==> config.mk <==
export PLATFORM = sky130hd
export DESIGN_NAME = alu_rr_sched
export DESIGN_NICKNAME = d
export VERILOG_FILES = /design/src/rtl/alu_rr_sched_pkg.sv /design/src/rtl/alu_rr_sched_rr_arbiter.sv /design/src/rtl/alu_rr_sched.sv
export SDC_FILE = /design/constraint.sdc
export NUM_CORES = 1
export LEC_CHECK = 0
export ABC_AREA = 0
export CAP_MARGIN = 15
export CORE_ASPECT_RATIO = 0.7
export CORE_MARGIN = 2
export CORE_UTILIZATION = 40
export CTS_CLUSTER_DIAMETER = 60
export DETAILED_ROUTE_END_ITERATION = 7
export GPL_ROUTABILITY_DRIVEN = 1
export GPL_TIMING_DRIVEN = 1
export PLACE_DENSITY_LB_ADDON = 0.08
export SKIP_CTS_REPAIR_TIMING = 1
export SLEW_MARGIN = 20
export SYNTH_ARGS = -nofsm -noshare
export SYNTH_HDL_FRONTEND = slang
export SYNTH_SLANG_ARGS = --single-unit
==> constraint.sdc <==
create_clock -name clk -period 5 [get_ports clk]
set_input_delay 1.5 -clock clk [delete_from_list [all_inputs] [get_ports clk]]
set_output_delay 1.5 -clock clk [all_outputs]
set_load 0.01 [all_outputs]
==> src/rtl/alu_rr_sched_pkg.sv <==
// Shared types and constants for the round-robin ALU scheduler.
// Contents: ALU opcode enum, scheduler FSM state enum, ALU width and
// scheduler latency constants, saturating counter helper.
package alu_rr_sched_pkg;

    localparam int unsigned ALU_DW    = 4;
    localparam int unsigned SCHED_LAT = 3;
    localparam int unsigned STAT_W    = 16;

    typedef enum logic [1:0] {
        ADD            = 2'd0,
        SUB            = 2'd1,
        NOT_A          = 2'd2,
        REDUCTION_OR_B = 2'd3
    } opcode_e;

    typedef enum logic [1:0] {
        IDLE = 2'd0,
        EXEC = 2'd1,
        CAPT = 2'd2,
        RESP = 2'd3
    } sched_state_e;

    // Increment that sticks at all-ones instead of wrapping.
    function automatic logic [STAT_W-1:0] sat_inc(input logic [STAT_W-1:0] v);
        return (v == {STAT_W{1'b1}}) ? v : v + STAT_W'(1);
    endfunction

endpackage

==> src/rtl/alu_rr_sched_rr_arbiter.sv <==
// Combinational round-robin arbiter.
// Searches i_valid starting at i_ptr+1 (mod N_REQ) and returns the first
// set requester as a one-hot grant plus its index.
// Ports:
//   i_valid   [N_REQ]  request vector
//   i_ptr     [IW]     index of the last winner
//   o_grant_c [N_REQ]  one-hot grant (zero when no request)
//   o_idx_c   [IW]     index of the granted requester
//   o_any_c            at least one request is pending
module rr_arbiter #(
    parameter  int unsigned N_REQ = 4,
    localparam int unsigned IW    = $clog2(N_REQ)
) (
    input  logic [N_REQ-1:0] i_valid,
    input  logic [IW-1:0]    i_ptr,
    output logic [N_REQ-1:0] o_grant_c,
    output logic [IW-1:0]    o_idx_c,
    output logic             o_any_c
);

    int unsigned w_k;
    logic [IW-1:0] w_kidx;
    logic w_found;

    // First valid requester after the pointer wins; the pointer itself is
    // searched last, which lets a lone requester win repeatedly.
    always_comb begin
        o_grant_c = '0;
        o_idx_c   = '0;
        w_found   = 1'b0;
        w_k       = 0;
        w_kidx    = '0;
        for (int unsigned i = 1; i <= N_REQ; i++) begin
            w_k    = (32'(i_ptr) + i) % N_REQ;
            w_kidx = IW'(w_k);
            if (!w_found && i_valid[w_kidx]) begin
                w_found           = 1'b1;
                o_idx_c           = w_kidx;
                o_grant_c[w_kidx] = 1'b1;
            end
        end
        o_any_c = w_found;
    end

endmodule

==> src/rtl/alu_rr_sched.sv <==
// Round-robin scheduler sharing one registered ALU between N_REQ requesters.
// One operation in flight at a time: accept (IDLE) -> ALU computes (EXEC)
// -> result captured (CAPT) -> response held until accepted (RESP).
// Ports:
//   clk, reset                    clock, synchronous active-high reset
//   req_valid/req_ready [N_REQ]   per-requester request handshake
//                                 (req_ready is combinational, one-hot)
//   req_opcode/req_a/req_b        flattened per-requester payloads
//   rsp_valid/rsp_ready           response handshake
//   rsp_id, rsp_data              owner index and ALU result
//   alu_opcode/alu_a/alu_b        registered operands to the ALU
//   alu_c                         registered ALU result
//   stat_grant_cnt                per-requester 16-bit saturating grant
//                                 counters, present only when
//                                 ALU_RR_SCHED_STATS_EN is defined
module alu_rr_sched
    import alu_rr_sched_pkg::*;
#(
    parameter  int unsigned N_REQ = 4,
    parameter  int unsigned DW    = ALU_DW,
    localparam int unsigned IW    = $clog2(N_REQ)
) (
    input  logic                 clk,
    input  logic                 reset,
    input  logic [N_REQ-1:0]     req_valid,
    output logic [N_REQ-1:0]     req_ready,
    input  logic [N_REQ*2-1:0]   req_opcode,
    input  logic [N_REQ*DW-1:0]  req_a,
    input  logic [N_REQ*DW-1:0]  req_b,
    output logic                 rsp_valid,
    input  logic                 rsp_ready,
    output logic [IW-1:0]        rsp_id,
    output logic [DW:0]          rsp_data,
    output logic [1:0]           alu_opcode,
    output logic [DW-1:0]        alu_a,
    output logic [DW-1:0]        alu_b,
    input  logic [DW:0]          alu_c
`ifdef ALU_RR_SCHED_STATS_EN
    ,
    output logic [N_REQ*STAT_W-1:0] stat_grant_cnt
`endif
);

    sched_state_e r_state, w_state_nxt;

    logic [IW-1:0]    r_ptr;
    logic [IW-1:0]    r_id;
    opcode_e          r_alu_op;
    logic [DW-1:0]    r_alu_a;
    logic [DW-1:0]    r_alu_b;
    logic             r_rsp_valid;
    logic [IW-1:0]    r_rsp_id;
    logic [DW:0]      r_rsp_data;

    logic [N_REQ-1:0] w_win_grant;
    logic [IW-1:0]    w_win_idx;
    logic             w_any;
    logic             w_accept;

    logic [1:0]       w_op [N_REQ];
    logic [DW-1:0]    w_a  [N_REQ];
    logic [DW-1:0]    w_b  [N_REQ];

    // Split flattened request payloads into per-requester arrays.
    for (genvar g = 0; g < N_REQ; g++) begin : g_unpack
        assign w_op[g] = req_opcode[g*2 +: 2];
        assign w_a[g]  = req_a[g*DW +: DW];
        assign w_b[g]  = req_b[g*DW +: DW];
    end

    rr_arbiter #(
        .N_REQ (N_REQ)
    ) u_arb (
        .i_valid   (req_valid),
        .i_ptr     (r_ptr),
        .o_grant_c (w_win_grant),
        .o_idx_c   (w_win_idx),
        .o_any_c   (w_any)
    );

    assign w_accept = (r_state == IDLE) && w_any;

    // State register.
    always_ff @(posedge clk) begin
        if (reset) r_state <= IDLE;
        else       r_state <= w_state_nxt;
    end

    // Next state and the combinational grant.
    always_comb begin
        w_state_nxt = r_state;
        req_ready   = '0;
        case (r_state)
            IDLE: begin
                if (w_any) begin
                    req_ready   = w_win_grant;
                    w_state_nxt = EXEC;
                end
            end
            EXEC:    w_state_nxt = CAPT;
            CAPT:    w_state_nxt = RESP;
            RESP:    if (rsp_ready) w_state_nxt = IDLE;
            default: w_state_nxt = IDLE;
        endcase
    end

    // Operand, pointer and response registers.
    always_ff @(posedge clk) begin
        if (reset) begin
            r_ptr       <= IW'(N_REQ - 1);
            r_id        <= '0;
            r_alu_op    <= ADD;
            r_alu_a     <= '0;
            r_alu_b     <= '0;
            r_rsp_valid <= 1'b0;
            r_rsp_id    <= '0;
            r_rsp_data  <= '0;
        end else begin
            if (w_accept) begin
                r_alu_op <= opcode_e'(w_op[w_win_idx]);
                r_alu_a  <= w_a[w_win_idx];
                r_alu_b  <= w_b[w_win_idx];
                r_id     <= w_win_idx;
                r_ptr    <= w_win_idx;
            end
            // ALU output registered during EXEC is valid in CAPT.
            if (r_state == CAPT) begin
                r_rsp_valid <= 1'b1;
                r_rsp_id    <= r_id;
                r_rsp_data  <= alu_c;
            end else if ((r_state == RESP) && rsp_ready) begin
                r_rsp_valid <= 1'b0;
            end
        end
    end

    assign alu_opcode = r_alu_op;
    assign alu_a      = r_alu_a;
    assign alu_b      = r_alu_b;
    assign rsp_valid  = r_rsp_valid;
    assign rsp_id     = r_rsp_id;
    assign rsp_data   = r_rsp_data;

`ifdef ALU_RR_SCHED_STATS_EN
    logic [STAT_W-1:0] r_stat [N_REQ];

    // Per-requester grant counters, bumped on each accept edge.
    always_ff @(posedge clk) begin
        if (reset) begin
            for (int unsigned i = 0; i < N_REQ; i++) r_stat[i] <= '0;
        end else if (w_accept) begin
            r_stat[w_win_idx] <= sat_inc(r_stat[w_win_idx]);
        end
    end

    for (genvar g = 0; g < N_REQ; g++) begin : g_stat
        assign stat_grant_cnt[g*STAT_W +: STAT_W] = r_stat[g];
    end
`endif

endmodule
## Word-level counts from Yosys, hierarchy flattened

Cells that the tools add are included.

- Flip-flop bits (word level): 24
- Output and inout bits: 22

- Mux-type cells: 44
- $lt $le $gt $ge: 9
- Equality and inequality tests: 5
- Reduce and logical (&&, ||, !) cells: 15
- Bitwise gates (word level): 4
- Add/subtract/negate cells: 4

Operators with widths:

| cell | number |
|---|---|
| 2-to-1 mux 4 bit | 10 |
| binary-select mux 4 bit (select 2 bit) | 2 |
| 2-to-1 mux 2 bit | 8 |
| 2-to-1 mux 1 bit | 14 |
| < comparator 2 x 3 -> 1 bit, second input constant | 4 |
| bitwise OR 4 bit | 3 |
| logical AND 1 bit | 9 |
| binary-select mux 1 bit (select 2 bit) | 4 |
| demux 1 bit (select 2 bit) | 4 |
| greater-or-equal comparator 2 x 1 -> 1 bit, second input constant | 4 |
| case mux 2 bit (4 select lines) | 1 |
| adder 2 x 1 -> 2 bit, second input constant | 2 |
| adder 2 bit, second input constant | 2 |
| binary-select mux 2 bit (select 2 bit) | 1 |
| == test 2 bit, second input constant | 2 |
| inequality test 2 bit, second input constant | 2 |
| greater-or-equal comparator 3 bit, second input constant | 1 |
| zero test 1 bit | 3 |
| inverter 2 -> 3 bit | 1 |
| == test 2 x 1 -> 1 bit, second input constant | 1 |
| zero test 2 bit | 1 |
| AND reduction 2 bit | 1 |
| nonzero test 2 bit | 1 |

## Longest topological paths before layout

- Depth after elaboration: 17
- Gate-level depth with buffers: 12
- Depth with buffers taken out: 8

## Hierarchy

From an unflattened synthesis, not the netlist that was laid out.

- Cell total of the unflattened synthesis: 205
- Area, all modules: 1815.5 um^2

By module, submodules not included:

| module | area an instance (um^2) | cells each | times used |
|---|---|---|---|
| alu_rr_sched | 1186.1 | 119 | 1 |
| rr_arbiter | 629.4 | 86 | 1 |

## Least setup slack after synthesis

No wires, ideal clock.

- Kind: input to output
- Start: in req_valid[3]
- End: out req_ready[0]
- Arrival time: 2.829 ns
- Slack: 0.671 ns
- Path buffers: 1
- Stages: 6
- Cells stage by stage: clkbuf_1 > or3b_1 > a2111o_1 > nand3_1 > a221oi_1 > nor2_1

- Word-level cells in the longest chain between the ends: 14

RTL lines:

| what | RTL line | source |
|---|---|---|
| start: declaration | alu_rr_sched.sv:25 | `input logic [N_REQ-1:0] req_valid,` |
| binary-select mux 1 bit (select 2 bit) | alu_rr_sched_rr_arbiter.sv:36 | `if (!w_found && i_valid[w_kidx]) begin` |
| 2-to-1 mux 1 bit (implied by the code) | alu_rr_sched_rr_arbiter.sv:36 |  |
| 2-to-1 mux 1 bit | alu_rr_sched_rr_arbiter.sv:36 |  |
| zero test 1 bit | alu_rr_sched_rr_arbiter.sv:36 |  |
| logical AND 1 bit | alu_rr_sched_rr_arbiter.sv:36 |  |
| 2-to-1 mux 1 bit | alu_rr_sched_rr_arbiter.sv:36 |  |
| zero test 1 bit | alu_rr_sched_rr_arbiter.sv:36 |  |
| logical AND 1 bit | alu_rr_sched_rr_arbiter.sv:36 |  |
| 2-to-1 mux 1 bit | alu_rr_sched_rr_arbiter.sv:36 |  |
| zero test 1 bit | alu_rr_sched_rr_arbiter.sv:36 |  |
| logical AND 1 bit | alu_rr_sched_rr_arbiter.sv:36 |  |
| 2-to-1 mux 4 bit or 2-to-1 mux 1 bit (tied branches) | alu_rr_sched_rr_arbiter.sv:36 |  |
| 2-to-1 mux 4 bit * | alu_rr_sched.sv:95 | `if (w_any) begin` |
| 2-to-1 mux 4 bit * | alu_rr_sched.sv:93 | `case (r_state)` |
| end: declaration | alu_rr_sched.sv:26 | `output logic [N_REQ-1:0] req_ready,` |

Mark *: on every way between the ends. The rest lies on a longest branch, timed or not. The select of a mux whose other input is x is not followed.

## Worst setup path in the final report

- Start: in req_valid[1]
- End: out req_ready[0]

Same word-level chain as after synthesis.

==> impl_metrics.py <==
metrics = {
    "drt": {
        "routedWlPerCell_um": 14.5,
        "firstDrtPassIters": 4,
        "vias": 1756,
        "drt_iter0_markers": 96,
        "wl_mm": 4.73,
        "ant_nets": 0,
        "via_per_inst": 5.37,
        "drc": 0,
    },
    "finish": {
        "fin_nets": 336,
        "seq_area_um2": 480,
        "nFillCells": 394,
        "stdcell_count": 327,
        "syn2layout_area_growth_pct": 49.9,
        "fin_util_pct": 62.7,
        "layout_commonest_cell": "clkdlybuf4s50_1",
        "final_cell_mix": "clkdlybuf4s50_1, mux2i_1, nor2_1",
        "antenna_cells": 0,
        "postLayoutCellArea_um2": 2730,
        "drive_gt1_share_pct": 13.6,
        "multi_input_area_um2": 1210,
    },
    "placed_design": {
        "place_area_um2": 2640,
        "routabilityCongestion": 0.850,
        "placed_cells": 323,
        "port_buffers": 73,
        "dp_hpwl_mm": 3.60,
    },
    "logic_synthesis": {
        "yosys.area_share.simple_pct": 12.9,
        "ys_ff_latch": 24,
        "ys_seq_area_share_pct": 26.4,
        "netlist_instances": 196,
        "synth_compound_area_share_pct": 25.4,
        "synth_area_um2": 1820,
        "avgSynthCellArea_um2": 9.29,
        "synth_edf_count": 0,
        "synth_warnings": 0,
        "synth_nets": 259,
        "synth_adder_area_share_pct": 7.56,
        "synth_ff_type": "dfxtp_1",
        "synthMuxAreaShare_pct": 20.3,
        "ys_types": 45,
        "synth_top_family_by_area": "compound AO/OA/AOI/OAI gates",
        "synthXorXnorAreaFrac_pct": 0,
        "synthArstFlopShare_pct": 0,
    },
    "floorplanning": {
        "start_util_pct": 41.8,
        "ios": 74,
        "core_area_um2": 4350,
        "rows": 20,
        "dieArea_um2": 5120,
        "dieHeight_um": 60.4,
        "die_width_um": 84.6,
    },
    "clock_network": {
        "path_clk_slew_ns": 0.08,
        "cts_tree": "built",
        "root_buffer": "clkbuf_8",
        "clock_latency_ns": 0.26,
        "numCtsBuffers": 3,
        "cts_buffer_depth": 2,
        "h-tree-depth": 1,
        "clock-sinks": 24,
    },
    "worst_setup_path": {
        "crit_required_ns": 3.50,
        "r2r-end": "alu_a[0]$_SDFFE_PP0P_",
        "endpoint_kind": "output port",
        "r2r-start": "r_ptr[0]$_SDFFE_PP1P_",
        "reg2reg_slack_ns": 1.98,
        "crit_type": "input port to output port",
        "worst-r2r-cell-count": 8,
        "cp-startpoint": "req_valid[1]",
        "endpoint": "req_ready[0]",
        "start_kind": "input port",
        "path_max_fanout": 5,
        "arrival_ns": 3.36,
    },
    "timing": {
        "fin_tns_setup_ns": 0,
        "fin_worst_skew_ns": 0.00238,
        "setup-violations-final": 0,
        "min_period_over_period_pct": 97.2,
        "maxSlewHeadroom_pct": 44.8,
        "finalHoldViolCount": 0,
        "drv_slew": 0,
        "timing.fmax_ghz": 0.206,
        "holdWs_ns": 0.480,
        "worst_pin_slew_ns": 0.824,
        "period_needed_ns": 4.86,
        "rsz0062_at_grt": "false",
    },
    "global_routing": {
        "gr-total-overflow": 0,
        "grt_pass1_vias": 1570,
        "antenna_found_initial": 0,
        "grt_max_degree": 25,
        "use_met1_pct": 26.6,
        "use_met2_pct": 27.1,
        "met3_usage_pct": 5.99,
        "top_usage_layer": "met2",
        "grt_pass1_wl_mm": 7.57,
        "grt_util_all_layers_pct": 18.4,
    },
    "power": {
        "leakagePower_nw": 1.21,
        "worst_ir_drop_vdd_mv": 0.368,
        "p_per_area_nw_per_um2": 554,
    },
    "run_status": {
        "status": "complete, no violations",
    },
    "min_path": {
        "hp-class": "flop to flop",
    },
    "run": {
        "drv_cap": 0,
    },
}
[cell families (layout without fill, tap and decap cells)]
| family | after synthesis | after routing |
|---|---|---|
| simple gates | 49 | 49 |
| flops | 24 | 24 |
| compound gates | 53 | 53 |
| buf+inv | 25 | 101 |
| fa+ha+maj | 11 | 11 |
| mux | 34 | 34 |
[flip-flops by register name (all words and copies together), names as in the netlist]
register	cells
r_ptr	2
alu_a	4
rsp_valid	1
rsp_data	5
alu_b	4
rsp_id	2
r_state	2
alu_opcode	2
r_id	2
[through the flow]
stage | worst slack (ns) | power [mW]
final | 0.141 | 1.51
after global routing | 0.0299 | 1.63
after CTS | -0.248 | 1.52
after detailed placement | -0.241 | 1.35
after global placement | -0.172 | 1.34
after floorplan | 0.671 | 1.06
[worst min path at each step]
stage / slack, ns / cells after the start / end / start
3_5_place_dp: 0.46 / 2 / r_id[1]$_SDFFE_PP0P_ / r_id[1]$_SDFFE_PP0P_
3_3_place_gp: 0.46 / 2 / r_id[1]$_SDFFE_PP0P_ / r_id[1]$_SDFFE_PP0P_
4_1_cts: 0.48 / 2 / r_id[1]$_SDFFE_PP0P_ / r_id[1]$_SDFFE_PP0P_
6_report: 0.48 / 2 / r_id[1]$_SDFFE_PP0P_ / r_id[1]$_SDFFE_PP0P_
5_1_grt: 0.50 / 2 / r_id[1]$_SDFFE_PP0P_ / r_id[1]$_SDFFE_PP0P_
2_1_floorplan: 0.44 / 2 / r_id[1]$_SDFFE_PP0P_ / r_id[1]$_SDFFE_PP0P_
[cell type report]
class	instances	area share [%]
clock inverter	1	1.10
clock buffer	3	1.51
multi-input combinational	147	44.5
timing repair buffer	90	31.8
tap	55	2.52
sequential	24	17.6
inverter	7	0.963
[cells in the mapped netlist, drive strengths merged (2+ instances only)]
library cell | instances | area [µm²]
mux4 | 2 | 45.0
nor2b | 4 | 25.0
o21bai | 10 | 75.1
o311ai | 2 | 17.5
nand2b | 2 | 12.5
ha | 11 | 138
a21oi | 6 | 30.0
nand3b | 2 | 15.0
buf | 10 | 81.3
dfxtp | 24 | 480
inv | 7 | 26.3
a22oi | 4 | 30.0
and2 | 2 | 12.5
nor2 | 26 | 100
nand2 | 5 | 18.8
o211ai | 2 | 15.0
clkbuf | 8 | 30.0
mux2i | 29 | 290
o21a | 2 | 15.0
mux2 | 3 | 33.8
o21ai | 3 | 15.0
nor3 | 2 | 10.0
a221oi | 15 | 188
[layer usage]
layer  part of all wire, %  vias to the layer above
met2                    43                       55
met5                     0                        -
li1                      -                      888
met4                  0.49                        0
met3                   7.9                        4
met1                    49                      809
[worst max-delay path, stage by stage]
cell,delay (ns)
clkdlybuf4s50_1,0.45
mux4_2,0.51
buf_4,0.17
a22oi_1,0.18
nor2_1,0.06
a221oi_1,0.24
nor2_1,0.07
dlymetal6s2s_1,0.18
[report_power, final]
part | internal (mW) | switching (mW) | total, mW
Combinational | 0.493 | 0.556 | 1.05
Sequential | 0.260 | 0.0335 | 0.294
Clock | 0.107 | 0.0614 | 0.168
Total | 0.861 | 0.651 | 1.51
No activity file was read; power rests on OpenSTA's default activity.
